[src/rtl/runner_pkg.sv]
// Shared state encoding and default widths for the processor run controller.
package runner_pkg;

    typedef enum logic [2:0] {
        IDLE,
        LOAD,
        PRST,
        RUN,
        RADDR,
        RWAIT,
        OUT
    } runner_state_t;

    localparam int DEF_D          = 8;
    localparam int DEF_LOAD_WORDS = 64;
    localparam int DEF_RES_BASE   = 64;
    localparam int DEF_RES_WORDS  = 4;
    localparam int DEF_CW         = 16;
    localparam int DEF_TIMEOUT    = 4096;

endpackage

[src/rtl/proc_runner_if.sv]
// Bundle of the runner's preload stream, data-memory port, core control and result stream.
interface proc_runner_if #(
    parameter int D = 8
);
    logic         load_valid;
    logic [D-1:0] load_data;
    logic         load_ready;

    logic         mem_sel;
    logic         mem_we;
    logic [D-1:0] mem_addr;
    logic [D-1:0] mem_wdata;
    logic [D-1:0] mem_rdata;

    logic         proc_reset;
    logic         proc_start;
    logic         proc_done;

    logic         res_valid;
    logic [D-1:0] res_data;
    logic         res_ready;

    modport master (
        input  load_valid, load_data, mem_rdata, proc_done, res_ready,
        output load_ready, mem_sel, mem_we, mem_addr, mem_wdata,
               proc_reset, proc_start, res_valid, res_data
    );

    modport slave (
        output load_valid, load_data, mem_rdata, proc_done, res_ready,
        input  load_ready, mem_sel, mem_we, mem_addr, mem_wdata,
               proc_reset, proc_start, res_valid, res_data
    );
endinterface

[src/rtl/runner_skid.sv]
// One-entry result register: loaded from memory read data, emptied by a valid/ready handshake.
module runner_skid
    import runner_pkg::*;
#(
    parameter int D = DEF_D
) (
    input  logic         clk,
    input  logic         reset,
    input  logic         load_i,
    input  logic [D-1:0] data_i,
    output logic         valid_o,
    output logic [D-1:0] data_o,
    input  logic         ready_i
);
    logic         valid_q, valid_d;
    logic [D-1:0] data_q, data_d;

    always_comb begin
        valid_d = valid_q;
        data_d  = data_q;
        if (load_i) begin
            valid_d = 1'b1;
            data_d  = data_i;
        end else if (valid_q && ready_i) begin
            valid_d = 1'b0;
        end
    end

    always_ff @(posedge clk) begin
        if (reset) begin
            valid_q <= 1'b0;
            data_q  <= '0;
        end else begin
            valid_q <= valid_d;
            data_q  <= data_d;
        end
    end

    assign valid_o = valid_q;
    assign data_o  = data_q;
endmodule

[src/rtl/proc_runner.sv]
// Run controller: preload data memory, reset and run the core, then drain a result window.
// Optional cycle watchdog is compiled in with PROC_RUNNER_TIMEOUT_EN.
module proc_runner
    import runner_pkg::*;
#(
    parameter int D          = DEF_D,
    parameter int LOAD_WORDS = DEF_LOAD_WORDS,
    parameter int RES_BASE   = DEF_RES_BASE,
    parameter int RES_WORDS  = DEF_RES_WORDS,
    parameter int CW         = DEF_CW,
    parameter int TIMEOUT    = DEF_TIMEOUT
) (
    input  logic          clk,
    input  logic          reset,
    input  logic          go,
    proc_runner_if.master bus,
    output logic          busy,
    output logic          timeout,
    output logic [CW-1:0] cycle_count
);
    runner_state_t state_q, state_d;
    logic [D-1:0]  load_idx_q, load_idx_d;
    logic [D-1:0]  rd_idx_q, rd_idx_d;
    logic [CW-1:0] cycle_q, cycle_d, cycle_inc;
    logic          timeout_q, timeout_d;
    logic [D-1:0]  rd_addr;
    logic          capture;
    logic          res_valid;
    logic          res_fire;

    // Window address wraps naturally at 2^D.
    assign rd_addr   = D'(RES_BASE) + rd_idx_q;
    assign cycle_inc = (cycle_q == '1) ? cycle_q : cycle_q + CW'(1);
    assign res_fire  = res_valid && bus.res_ready;

    always_comb begin
        state_d        = state_q;
        load_idx_d     = load_idx_q;
        rd_idx_d       = rd_idx_q;
        cycle_d        = cycle_q;
        timeout_d      = timeout_q;
        capture        = 1'b0;
        bus.load_ready = 1'b0;
        bus.mem_sel    = 1'b0;
        bus.mem_we     = 1'b0;
        bus.mem_addr   = '0;
        bus.mem_wdata  = '0;
        bus.proc_reset = 1'b0;
        bus.proc_start = 1'b0;
        unique case (state_q)
            IDLE: begin
                if (go) begin
                    state_d    = LOAD;
                    load_idx_d = '0;
                    rd_idx_d   = '0;
                    cycle_d    = '0;
                    timeout_d  = 1'b0;
                end
            end
            LOAD: begin
                bus.load_ready = 1'b1;
                bus.mem_sel    = 1'b1;
                if (bus.load_valid) begin
                    bus.mem_we    = 1'b1;
                    bus.mem_addr  = load_idx_q;
                    bus.mem_wdata = bus.load_data;
                    load_idx_d    = load_idx_q + D'(1);
                    if (load_idx_q == D'(LOAD_WORDS - 1)) begin
                        state_d = PRST;
                    end
                end
            end
            PRST: begin
                bus.proc_reset = 1'b1;
                state_d        = RUN;
            end
            RUN: begin
                // The done cycle itself is counted, so proc_start drops on the sampling edge.
                bus.proc_start = 1'b1;
                cycle_d        = cycle_inc;
                if (bus.proc_done) begin
                    state_d = RADDR;
                end
`ifdef PROC_RUNNER_TIMEOUT_EN
                else if (cycle_inc == CW'(TIMEOUT)) begin
                    state_d   = RADDR;
                    timeout_d = 1'b1;
                end
`endif
            end
            RADDR: begin
                bus.mem_sel  = 1'b1;
                bus.mem_addr = rd_addr;
                state_d      = RWAIT;
            end
            RWAIT: begin
                bus.mem_sel  = 1'b1;
                bus.mem_addr = rd_addr;
                capture      = 1'b1;
                state_d      = OUT;
            end
            OUT: begin
                bus.mem_sel = 1'b1;
                if (res_fire) begin
                    rd_idx_d = rd_idx_q + D'(1);
                    state_d  = (rd_idx_q == D'(RES_WORDS - 1)) ? IDLE : RADDR;
                end
            end
            default: state_d = IDLE;
        endcase
    end

    always_ff @(posedge clk) begin
        if (reset) begin
            state_q    <= IDLE;
            load_idx_q <= '0;
            rd_idx_q   <= '0;
            cycle_q    <= '0;
            timeout_q  <= 1'b0;
        end else begin
            state_q    <= state_d;
            load_idx_q <= load_idx_d;
            rd_idx_q   <= rd_idx_d;
            cycle_q    <= cycle_d;
            timeout_q  <= timeout_d;
        end
    end

    runner_skid #(.D(D)) u_skid (
        .clk     (clk),
        .reset   (reset),
        .load_i  (capture),
        .data_i  (bus.mem_rdata),
        .valid_o (res_valid),
        .data_o  (bus.res_data),
        .ready_i (bus.res_ready)
    );

    assign bus.res_valid = res_valid;
    assign busy          = (state_q != IDLE);
    assign timeout       = timeout_q;
    assign cycle_count   = cycle_q;
endmodule

[src/flat_wrapper.sv]
// flat-port wrapper written by rule: the top's interface ports become plain ports
module proc_runner_flat import runner_pkg::*;
#(
    parameter int D          = DEF_D,
    parameter int LOAD_WORDS = DEF_LOAD_WORDS,
    parameter int RES_BASE   = DEF_RES_BASE,
    parameter int RES_WORDS  = DEF_RES_WORDS,
    parameter int CW         = DEF_CW,
    parameter int TIMEOUT    = DEF_TIMEOUT
)
  (clk, reset, go, busy, timeout, cycle_count, bus_load_valid, bus_load_data, bus_mem_rdata, bus_proc_done, bus_res_ready, bus_load_ready, bus_mem_sel, bus_mem_we, bus_mem_addr, bus_mem_wdata, bus_proc_reset, bus_proc_start, bus_res_valid, bus_res_data);
  proc_runner_if #(.D(D)) bus_i ();
  input  logic clk;
  input  logic reset;
  input  logic go;
  output logic busy;
  output logic timeout;
  output logic [CW-1:0] cycle_count;
  input wire logic [$bits(bus_i.load_valid)-1:0] bus_load_valid;
  input wire logic [$bits(bus_i.load_data)-1:0] bus_load_data;
  input wire logic [$bits(bus_i.mem_rdata)-1:0] bus_mem_rdata;
  input wire logic [$bits(bus_i.proc_done)-1:0] bus_proc_done;
  input wire logic [$bits(bus_i.res_ready)-1:0] bus_res_ready;
  output wire logic [$bits(bus_i.load_ready)-1:0] bus_load_ready;
  output wire logic [$bits(bus_i.mem_sel)-1:0] bus_mem_sel;
  output wire logic [$bits(bus_i.mem_we)-1:0] bus_mem_we;
  output wire logic [$bits(bus_i.mem_addr)-1:0] bus_mem_addr;
  output wire logic [$bits(bus_i.mem_wdata)-1:0] bus_mem_wdata;
  output wire logic [$bits(bus_i.proc_reset)-1:0] bus_proc_reset;
  output wire logic [$bits(bus_i.proc_start)-1:0] bus_proc_start;
  output wire logic [$bits(bus_i.res_valid)-1:0] bus_res_valid;
  output wire logic [$bits(bus_i.res_data)-1:0] bus_res_data;
  assign bus_i.load_valid = bus_load_valid;
  assign bus_i.load_data = bus_load_data;
  assign bus_i.mem_rdata = bus_mem_rdata;
  assign bus_i.proc_done = bus_proc_done;
  assign bus_i.res_ready = bus_res_ready;
  assign bus_load_ready = bus_i.load_ready;
  assign bus_mem_sel = bus_i.mem_sel;
  assign bus_mem_we = bus_i.mem_we;
  assign bus_mem_addr = bus_i.mem_addr;
  assign bus_mem_wdata = bus_i.mem_wdata;
  assign bus_proc_reset = bus_i.proc_reset;
  assign bus_proc_start = bus_i.proc_start;
  assign bus_res_valid = bus_i.res_valid;
  assign bus_res_data = bus_i.res_data;
  proc_runner #(.D(D), .LOAD_WORDS(LOAD_WORDS), .RES_BASE(RES_BASE), .RES_WORDS(RES_WORDS), .CW(CW), .TIMEOUT(TIMEOUT)) u_core (.clk(clk), .reset(reset), .go(go), .bus(bus_i), .busy(busy), .timeout(timeout), .cycle_count(cycle_count));
endmodule
[config.mk]
export PLATFORM = sky130hd
export DESIGN_NAME = proc_runner_flat
export DESIGN_NICKNAME = d
export VERILOG_FILES = /design/src/rtl/runner_pkg.sv /design/src/rtl/proc_runner_if.sv /design/src/rtl/runner_skid.sv /design/src/rtl/proc_runner.sv /design/src/flat_wrapper.sv
export SDC_FILE = /design/constraint.sdc
export NUM_CORES = 1
export LEC_CHECK = 0
export ABC_AREA = 1
export CORE_ASPECT_RATIO = 1.4
export CORE_MARGIN = 4
export CORE_UTILIZATION = 45
export CTS_CLUSTER_SIZE = 8
export DETAILED_ROUTE_END_ITERATION = 12
export PLACE_DENSITY = 0.84
export REMOVE_ABC_BUFFERS = 1
export SYNTH_ARGS = -nofsm -noshare
export SYNTH_HDL_FRONTEND = slang
export SYNTH_SLANG_ARGS = --single-unit
[constraint.sdc]
create_clock -name clk -period 4.1 [get_ports clk]
set_input_delay 1.025 -clock clk [delete_from_list [all_inputs] [get_ports clk]]
set_output_delay 1.025 -clock clk [all_outputs]
set_load 0.02 [all_outputs]
==> flow_summary.ini <==
[finish]
final_nets = 505
finalInstanceArea_um2 = 3563
drive_above_1_share_pct = 13.54
syn_to_final_growth_pct = 30.16
n_antenna_cell = 0

[power]
leakage_uw = 0.001381
combPwrFrac_pct = 27.4
pwr-share-clk_pct = 30.6
pwr-share-seq_pct = 42.0
swShare_pct = 33.26
p_int_uw = 737.1
p_sw_uw = 367.4
peakVddDrop_mv = 0.2058
powerDensity_nw_per_um2 = 309.9

[clock_tree]
clk_pin_slew_ns = 0.10
hold_buffers = 0
htree_levels = 2
clk_path_buf_depth = 2
clock_latency_ns = 0.30
clock-sinks = 44
cts_made_buffers = 5
cts_tree = done
postCtsSetupBuffers = 0
post_cts_resized = 0
cts-root-buf = clkbuf_8

[place]
numPortBuffers = 68
routabilityCongestion = 0.8642
dpl_cell_area_um2 = 3452
dp_hpwl_um = 5416

[floorplan]
rows = 33
die_w_um = 73.92
start_util_pct = 46.37
die_height_um = 100.3
die_area_um2 = 7413
coreArea_um2 = 5904
io_pins = 70

[drt]
wl_per_cell_um = 12.60
drt-initial-drc-count = 199
avgViaCountPerCell = 5.187
drc_errors = 0
antenna_left = 0
firstDrtPassIters = 4
vias = 2853
wl_um = 6929

[logic_synthesis]
ys_async_sr_fraction_pct = 0
ys_warn_count = 0
ys_ff_latch = 44
ys.flop_type = dfxtp_1
netlist_area_um2 = 2738
syn_avg_cell_area_um2 = 6.645
synthCells = 412
synth_edf_count = 0
ys_types = 33
ys_seq_area_share_pct = 32.18

[critical_path]
critPathBufInv = 3
worstSetupEndpointType = output pin
crit_fanout = 10
path_cells = clkdlybuf4s50_1 -> nand2_4 -> inv_1 -> nand2_1 -> nand2_1 -> clkdlybuf4s50_1
crit_path_start_kind = input pin
r2r-end = u_core.rd_idx_q[7]
r2r-start = u_core.state_q[2]
path_class = in -> out
r2r_slack_ns = 2.39
crit_arrival_ns = 2.74
crit_path_max_incr_delay_ns = 0.72
cp.required_ns = 3.07
rr_worst_depth = 8
critPathTopFamily = buffers and inverters
critPathSlowestCell = clkdlybuf4s50_1

[worst_hold_path]
hold_path.class = reg -> reg
worstHoldStart = u_core.u_skid.data_o[3]
hold_end = u_core.u_skid.data_o[3]
min_path_cells = 2

[timing]
setup_viol = 0
rsz0062_at_grt = no
fin_crit_ns = 3.763
report.final.slew_viol_count = 0
clock_skew_ns = 0.01364
fmax_ghz = 0.2658
fin_crit_sh_pct = 91.78
finalHoldViolCount = 0
slew_headroom_pct = 60.89
finalSetupTns_ns = 0
hold_ws_ns = 0.4508
worst_pin_slew_ns = 0.5851

[grt]
antenna_found_initial = 0
grt_first_pass_wirelength_um = 11990
grt_usage_pct = 20.00
grt_pass1_vias = 2788
grt_max_degree = 19
grt_overflow = 0

[run]
maxCapViolations = 0

[status]
status = finished, final reports clean
final cells by class:
cell class,count,area (um2)
multi-input combinational,299,1564
inverter,59,224.0
fill,559,2341
tap,70,87.58
clock inverter,3,42.54
clock buffer,5,68.82
sequential,44,880.8
timing repair buffer,70,695.7
per-stage QoR:
step	setup slack, ns	total power (uW)	util (%)	cells
after floorplan	1.480	665.3	-	402
after global placement	0.3834	770.7	58.47	542
after detailed placement	0.3366	777.0	58.47	542
after CTS	0.3234	1113	60.35	550
after global routing	0.1833	1159	60.35	550
final	0.3372	1104	60.35	550
flip-flops by register name, summed over array words and instances, names as in the netlist:
signal                 flops
u_core.cycle_count        16
u_core.load_idx_q          8
u_core.rd_idx_q            8
u_core.u_skid.data_o       8
u_core.state_q             3
u_core.u_skid.valid_o      1
layer usage:
metal  part of all wire [%]  routed length, um  global-route usage, %  vias to the layer above
met5                      0                  0                      0                        -
met4                    2.3                161                  7.950                        0
met3                    4.3                295                  3.407                       16
met2                     53               3640                  35.45                       64
met1                     41               2832                  23.27                     1315
li1                       -                  -                      -                     1458
layout by cell type (no fill, tap or decap), types with 2 or more instances in the layout:
cell type / count
clkdlybuf4s50_1: 68
nand2_2: 15
nor2_2: 5
a21oi_2: 6
nand3_4: 2
nor2_1: 46
clkbuf_8: 5
o22ai_1: 5
or2_2: 4
inv_2: 8
nand4_1: 14
nand2_4: 6
buf_4: 2
inv_1: 50
nor2_4: 6
ha_1: 4
nand3_1: 29
nor3_1: 2
a21oi_1: 29
nand2_1: 91
dfxtp_1: 44
o21ai_1: 6
o21ai_0: 21
power by group through the flow:
stage | clock network, uW | logic [uW] | registers, uW
after floorplan | 0 | 185 | 481
after global placement | 0 | 297 | 473
after detailed placement | 0 | 303 | 473
after CTS | 345 | 305 | 463
after global routing | 360 | 333 | 467
final | 338 | 303 | 464
worst max-delay path by stage:
stage / start / to / slack (ns) / cells past startpoint
6_report: bus_load_valid / bus_mem_addr[2] / 0.34 / 6
3_5_place_dp: bus_load_valid / bus_mem_addr[2] / 0.34 / 6
2_1_floorplan: bus_load_valid / bus_mem_addr[3] / 1.48 / 2
4_1_cts: bus_load_valid / bus_mem_addr[2] / 0.32 / 6
5_1_grt: bus_load_valid / bus_mem_addr[1] / 0.18 / 6
3_3_place_gp: bus_load_valid / bus_mem_addr[1] / 0.38 / 6
logic make-up after synthesis:
group | count (synthesis) | synth area share [%]
xor+xnor | 1 | 0.3200
flops | 44 | 32.18
simple gates | 223 | 40.72
fa+ha+maj | 4 | 1.828
compound gates | 70 | 14.12
buf+inv | 69 | 10.69
other cells | 1 | 0.1370
cell usage after synthesis (5+ instances only):
master / number / area, um2
nand2_2: 15 / 93.84
nand2_4: 6 / 67.56
nand4_1: 14 / 87.58
nand3_1: 29 / 145.1
nor2_2: 5 / 31.28
nor2_1: 46 / 172.7
nor2_4: 6 / 67.56
o22ai_1: 5 / 31.28
a21oi_1: 29 / 145.1
a21oi_2: 6 / 52.55
inv_2: 8 / 30.03
dfxtp_1: 44 / 880.8
nand2_1: 91 / 341.6
o21ai_1: 6 / 30.03
o21ai_0: 21 / 105.1
inv_1: 50 / 187.7
worst min-delay path: cells and delay by family (launching register included):
family                 cells  cell delay, ns
AOI/OAI and AO/OA          1            0.05
DFF                        1            0.32
buffers and inverters      1            0.05
(Power assumes the default switching activity.)
